**src/rtl/vga_sync_gen.sv**
```systemverilog
// vga_sync_gen: VGA raster counters with registered, zero-skew sync/blank/frame outputs
module vga_sync_gen #(
  parameter int H_ACTIVE = 640,
  parameter int H_FP     = 16,
  parameter int H_SYNC   = 96,
  parameter int H_BP     = 48,
  parameter int V_ACTIVE = 480,
  parameter int V_FP     = 10,
  parameter int V_SYNC   = 2,
  parameter int V_BP     = 33
) (
  input  logic       vga_clk,
  input  logic       reset,
  output logic       hs,
  output logic       vs,
  output logic       blank,
  output logic [9:0] DrawX,
  output logic [9:0] DrawY,
  output logic       frame_start,
  output logic [7:0] frame_count
);
  localparam logic [9:0] H_LAST = 10'(H_ACTIVE + H_FP + H_SYNC + H_BP - 1);
  localparam logic [9:0] V_LAST = 10'(V_ACTIVE + V_FP + V_SYNC + V_BP - 1);
  localparam logic [9:0] H_VIS  = 10'(H_ACTIVE);
  localparam logic [9:0] V_VIS  = 10'(V_ACTIVE);
  localparam logic [9:0] H_S0   = 10'(H_ACTIVE + H_FP);
  localparam logic [9:0] H_S1   = 10'(H_ACTIVE + H_FP + H_SYNC);
  localparam logic [9:0] V_S0   = 10'(V_ACTIVE + V_FP);
  localparam logic [9:0] V_S1   = 10'(V_ACTIVE + V_FP + V_SYNC);
  logic [9:0] r_hc, r_vc, w_hc_n, w_vc_n;
  logic       r_hs, r_vs, r_blank, r_fs;
  logic [7:0] r_fc;
  logic       w_h_end, w_frame;
  // next-state counters; outputs are decoded from these so they line up with DrawX/DrawY
  always_comb begin
    w_h_end = r_hc == H_LAST;
    w_frame = w_h_end && r_vc == V_LAST;
    w_hc_n  = w_h_end ? '0 : r_hc + 10'd1;
    w_vc_n  = w_frame ? '0 : (w_h_end ? r_vc + 10'd1 : r_vc);
  end
  // counters and registered decode; pixel (0,0) after reset is reported blanked
  always_ff @(posedge vga_clk) begin
    if (reset) begin
      r_hc    <= '0;
      r_vc    <= '0;
      r_hs    <= 1'b1;
      r_vs    <= 1'b1;
      r_blank <= 1'b0;
      r_fs    <= 1'b0;
      r_fc    <= '0;
    end else begin
      r_hc    <= w_hc_n;
      r_vc    <= w_vc_n;
      r_hs    <= !(w_hc_n >= H_S0 && w_hc_n < H_S1);
      r_vs    <= !(w_vc_n >= V_S0 && w_vc_n < V_S1);
      r_blank <= w_hc_n < H_VIS && w_vc_n < V_VIS;
      r_fs    <= w_frame;
      r_fc    <= r_fc + {7'd0, w_frame};
    end
  end
  assign DrawX       = r_hc;
  assign DrawY       = r_vc;
  assign hs          = r_hs;
  assign vs          = r_vs;
  assign blank       = r_blank;
  assign frame_start = r_fs;
  assign frame_count = r_fc;
endmodule

```
**config.mk**
```make
export PLATFORM = sky130hd
export DESIGN_NAME = vga_sync_gen
export DESIGN_NICKNAME = d
export VERILOG_FILES = /design/src/rtl/vga_sync_gen.sv
export SDC_FILE = /design/constraint.sdc
export NUM_CORES = 1
export LEC_CHECK = 0
export ABC_AREA = 1
export CAP_MARGIN = 20
export CORE_UTILIZATION = 46
export CTS_CLUSTER_DIAMETER = 120
export DETAILED_ROUTE_END_ITERATION = 12
export PLACE_DENSITY = 0.73
export RECOVER_POWER = 50
export SYNTH_ARGS = -nofsm -noshare
export SYNTH_HDL_FRONTEND = slang
export SYNTH_SLANG_ARGS = --single-unit
```
**constraint.sdc**
```tcl
create_clock -name vga_clk -period 1.95 [get_ports vga_clk]
set_input_delay 0.195 -clock vga_clk [delete_from_list [all_inputs] [get_ports vga_clk]]
set_output_delay 0.195 -clock vga_clk [all_outputs]
set_load 0.03 [all_outputs]
```
After elaboration in Yosys (flattened, before gate mapping)
Index checks and enable logic that the tools add are counted.

Word-level logic and storage cells: 27. Output and inout port bits: 32. Register bits: 32. Bits of input ports: 2.

Add/subtract/negate cells: 3. Muxes and demuxes: 3. Equality and inequality tests: 2. Reduce and logical (&&, ||, !) cells: 6. Magnitude comparators: 6.

Operators by type and width (count): 2-to-1 mux 10 bit (3); adder 10 x 1 -> 10 bit (second input constant) (2); == test 10 bit (second input constant) (2); less-than comparator 10 bit (second input constant) (2); less-than comparator 10 x 9 -> 1 bit (second input constant) (2); >= comparator 10 bit (second input constant) (1); >= comparator 10 x 9 -> 1 bit (second input constant) (1); adder 8 x 1 -> 8 bit (1); logical AND 1 bit (4); logical NOT 1 bit (2).

Depth between registers and ports, before layout
Depth after elaboration: 6. Mapped depth: 13. Gate-level depth less buffers: 13.

Worst setup path before layout
OpenSTA, ideal clock, no wires.

Path kind: flip-flop to flip-flop. Start: register r_hc[0] (netlist: DrawX[0]). End: register r_fc[6] (netlist: frame_count[6]). Path buffers: 0. Cell stages (with the launch flop): 13. Library setup time: 0.131 ns. Arrival: 2.048 ns. Clock period less this slack: 2.179 ns. Slack: -0.229 ns. Cell sequence: dfxtp_1 ha_1 nand2_2 nor2_4 nand3_2 nor2_2 ha_1 ha_1 nand2_1 nor2_1 inv_1 nor4_1 nor3_1.

Word-level cells in the longest chain between the ends: 3.

RTL lines: from (decl) (RTL line 30) `logic [9:0] r_hc, r_vc, w_hc_n, w_vc_n;`; from (signal assigned) (RTL line 52) `r_hc <= w_hc_n;`; == test 10 bit (RTL line 36) `w_h_end = r_hc == H_LAST;`; logical AND 1 bit (RTL line 37) `w_frame = w_h_end && r_vc == V_LAST;`; named net w_frame (RTL line 33) `logic w_h_end, w_frame;`; adder 8 x 1 -> 8 bit (RTL line 58) `r_fc <= r_fc + {7'd0, w_frame};`; to (signal assigned) (RTL line 58); to (decl) (RTL line 32) `logic [7:0] r_fc;`.

The timed path passes the listed nets, and every way through them passes these cells. A chain may end at the register's enable or synchronous reset.

Final worst setup path
Start: register r_vc[1] (netlist: DrawY[1]). End: register r_fc[6] (netlist: frame_count[6]).

Word-level cells in the longest chain between the ends: 3.

RTL lines: from (decl) (RTL line 30); from (signal assigned) (RTL line 53) `r_vc <= w_vc_n;`; == test 10 bit (RTL line 37); logical AND 1 bit (RTL line 37); named net w_frame (RTL line 33); adder 8 x 1 -> 8 bit (RTL line 58).

The timed path passes the listed nets, and every way through them passes these cells.

==> flow_metrics.env <==
export IMPL_end_kind="flip-flop"
export IMPL_worst_pin_slew_ns=0.3299
export IMPL_clock_path_buffers=2
export IMPL_fill_cells=329
export IMPL_cts_tree="yes"
export IMPL_grt_overflow_total=0
export IMPL_top_level_ports=34
export IMPL_synth_seq_area_share_pct=38.07
export IMPL_gp_congestion=0.8790
export IMPL_p_sw_share_pct=22.89
export IMPL_arrival_ns=2.16
export IMPL_hold_end="DrawX[0]"
export IMPL_internal_power_w=0.0008912
export IMPL_ant_nets=0
export IMPL_status="finished, final reports clean"
export IMPL_synthesis_area_um2=1683
export IMPL_worstReg2RegStart="DrawY[1]"
export IMPL_drt_initial_drc_count=70
export IMPL_die_x_um=62.49
export IMPL_syn_nets=250
export IMPL_report_final_setup_viol=0
export IMPL_wl_per_cell_um=11.18
export IMPL_p_leak_nw=0.9537
export IMPL_ys_flop_type="dfxtp_1"
export IMPL_ys_async_sr_fraction_pct=0
export IMPL_clkLatencyLatePin_ns=0.33
export IMPL_root_buffer="clkbuf_4"
export IMPL_r2r_slack_ns=0.06
export IMPL_p_seq_share_pct=57.7
export IMPL_hp_class="flip-flop to flip-flop"
export IMPL_cts_clk_slew_worst_paths_ns=0.10
export IMPL_cts_sinks=32
export IMPL_fmax_ghz=0.5283
export IMPL_holdPathStages=1
export IMPL_final_cell_mix="55 x nand2_1, 39 x nor2_1, 32 x clkdlybuf4s50_1, 28 x inv_1, 22 x dfxtp_1"
export IMPL_combPwrFrac_pct=4.6
export IMPL_power_switching_w=0.0002645
export IMPL_peakVddDrop_mv=0.3654
export IMPL_hold_violations=0
export IMPL_final_setup_skew_ns=0.005557
export IMPL_synth_edff_count=0
export IMPL_design_core_area_um2=3416
export IMPL_track_usage_pct=20.22
export IMPL_h_tree_depth=2
export IMPL_row_count=21
export IMPL_crit_family="simple AND/OR/NAND/NOR gates"
export IMPL_firstDrtPassIters=4
export IMPL_ctsHoldBuffers=0
export IMPL_crit_type="flip-flop to flip-flop"
export IMPL_worstPathRequired_ns=2.21
export IMPL_period_share_pct=97.06
export IMPL_drcViolationCount=0
export IMPL_nNetsFinal=302
export IMPL_critPathMaxFanout=2
export IMPL_cp_num_buf_inv=2
export IMPL_dpl_hpwl_um=2804
export IMPL_grt_max_degree=15
export IMPL_crit_path_max_incr_delay_ns=0.33
export IMPL_start_kind="flip-flop"
export IMPL_cap_violations=0
export IMPL_clkPwrFrac_pct=37.7
export IMPL_regToRegEndpoint="frame_count[6]"
export IMPL_vias=1637
export IMPL_die_area_um2=3904
export IMPL_period_needed_ns=1.893
export IMPL_crit_chain="inv_2 > ha_2 > nand2_1 > nor2_1 > nand2_1 > nor2_2 > ha_2 > ha_4 > nand2_2 > nor2_4 > buf_4 > a31oi_1 > nor3_1"
export IMPL_layout_commonest_cell="nand2_1"
export IMPL_grt_pass1_vias=1368
export IMPL_utilization_pct=67.55
export IMPL_crit_path_top_delay_cell="dfxtp_1"
export IMPL_antenna_found_initial=0
export IMPL_hold_path_startpoint="DrawX[0]"
export IMPL_io_buffers=33
export IMPL_area_growth_pct=37.10
export IMPL_routed_wl_um=3814
export IMPL_power_density_nw_per_um2=500.9
export IMPL_tns_ns=0
export IMPL_grt_pass1_wl_um=6216
export IMPL_rsz0062_at_grt="true"
export IMPL_synth_cells=242
export IMPL_reg2reg_depth=13
export IMPL_slew_violations=0
export IMPL_final_layout_size_suffix_gt1_share_pct=23.05
export IMPL_vias_per_cell=4.801
export IMPL_die_h_um=62.49
export IMPL_diodes=0
export IMPL_yosysUniqueCellTypes=28
export IMPL_initial_core_util_pct=49.27
export IMPL_cts_made_buffers=5
export IMPL_synth_seq_cells=32
export IMPL_avgSynthCellArea_um2=6.954
export IMPL_max_slew_margin_pct=77.94
export IMPL_synth_warnings=0
cell families (layout without fill, tap and decap cells):
family | count (synthesis) | in the layout | share of synthesized area (%)
XOR/XNOR | 5 | 5 | 2.603
flip-flops | 32 | 32 | 38.07
AO/OA/AOI/OAI | 20 | 20 | 6.692
adder cells (fa/ha/maj) | 6 | 6 | 4.461
buffers and inverters | 40 | 93 | 9.814
AND/OR/NAND/NOR | 139 | 139 | 38.36
registers in the layout (all words and copies together) (netlist names):
register	cells
frame_start	1
DrawX	10
vs	1
hs	1
DrawY	10
frame_count	8
blank	1
synth_stat cells (3+ instances only):
library cell,number,area (µm²)
nor2_4,3,33.78
nor3_1,6,30.03
nor2_2,4,25.02
a21oi_1,10,50.05
o21bai_1,3,22.52
nor2_1,39,146.4
nand2_1,55,206.5
o21ai_0,4,20.02
dfxtp_1,32,640.6
nand2_2,7,43.79
xnor2_1,3,26.28
ha_1,6,75.07
nand3_1,15,75.07
inv_1,34,127.6
final cells by class:
class / instances / area [µm²] / share of cell area [%]
clock buffers: 8 / 68.82 / 2.983
inverters: 36 / 135.1 / 5.857
multi-input cells: 170 / 937.1 / 40.62
flip-flops and latches: 32 / 658.1 / 28.52
well taps: 46 / 57.56 / 2.495
repair buffers: 49 / 450.4 / 19.52
layer usage:
| metal | vias to the layer above | track usage, % | wire (µm) |
|---|---|---|---|
| li1 | 855 | - | - |
| met1 | 741 | 28.89 | 1946 |
| met2 | 39 | 28.40 | 1643 |
| met3 | 2 | 5.839 | 200 |
| met4 | 0 | 7.558 | 24 |
| met5 | - | 0 | 0 |
power groups by stage:
stage          clock [W]  combinational [W]  sequential [W]
2_1_floorplan          0          0.0000201        0.000695
3_3_place_gp           0          0.0000540        0.000682
3_5_place_dp           0          0.0000544        0.000683
4_1_cts         0.000443          0.0000546        0.000668
5_1_grt         0.000477          0.0000577        0.000669
6_report        0.000435          0.0000532        0.000667
timing repair:
action	4_1_cts	5_1_grt
pin swaps	0	5
buffers inserted	0	3
setup endpoints to repair	1	3
resized for setup	1	20
cloned	0	0
worst max path at each step:
stage          startpoint        endpoint  slack (ns)  cells past startpoint
4_1_cts          DrawX[0]  frame_count[6]        0.03                     12
3_5_place_dp     DrawX[0]  frame_count[6]        0.01                     12
2_1_floorplan    DrawX[8]  frame_count[6]       0.006                     11
3_3_place_gp     DrawX[0]  frame_count[6]        0.12                     12
5_1_grt          DrawY[1]  frame_count[6]       -0.08                     13
6_report         DrawY[1]  frame_count[6]        0.06                     13
per-stage QoR:
stage	worst slack [ns]	power (W)	hold slack (ns)	area, µm²	std cells
global placement	0.1160	0.0007360	0.4490	2163	330
CTS	0.02875	0.001165	0.4812	2238	338
detailed placement	0.01395	0.0007373	0.4665	2163	330
floorplan	0.005852	0.0007146	0.3661	1708	242
finish	0.05726	0.001156	0.4733	2307	341
global route	-0.07544	0.001204	0.4994	2307	341
(Power assumes the default switching activity.)
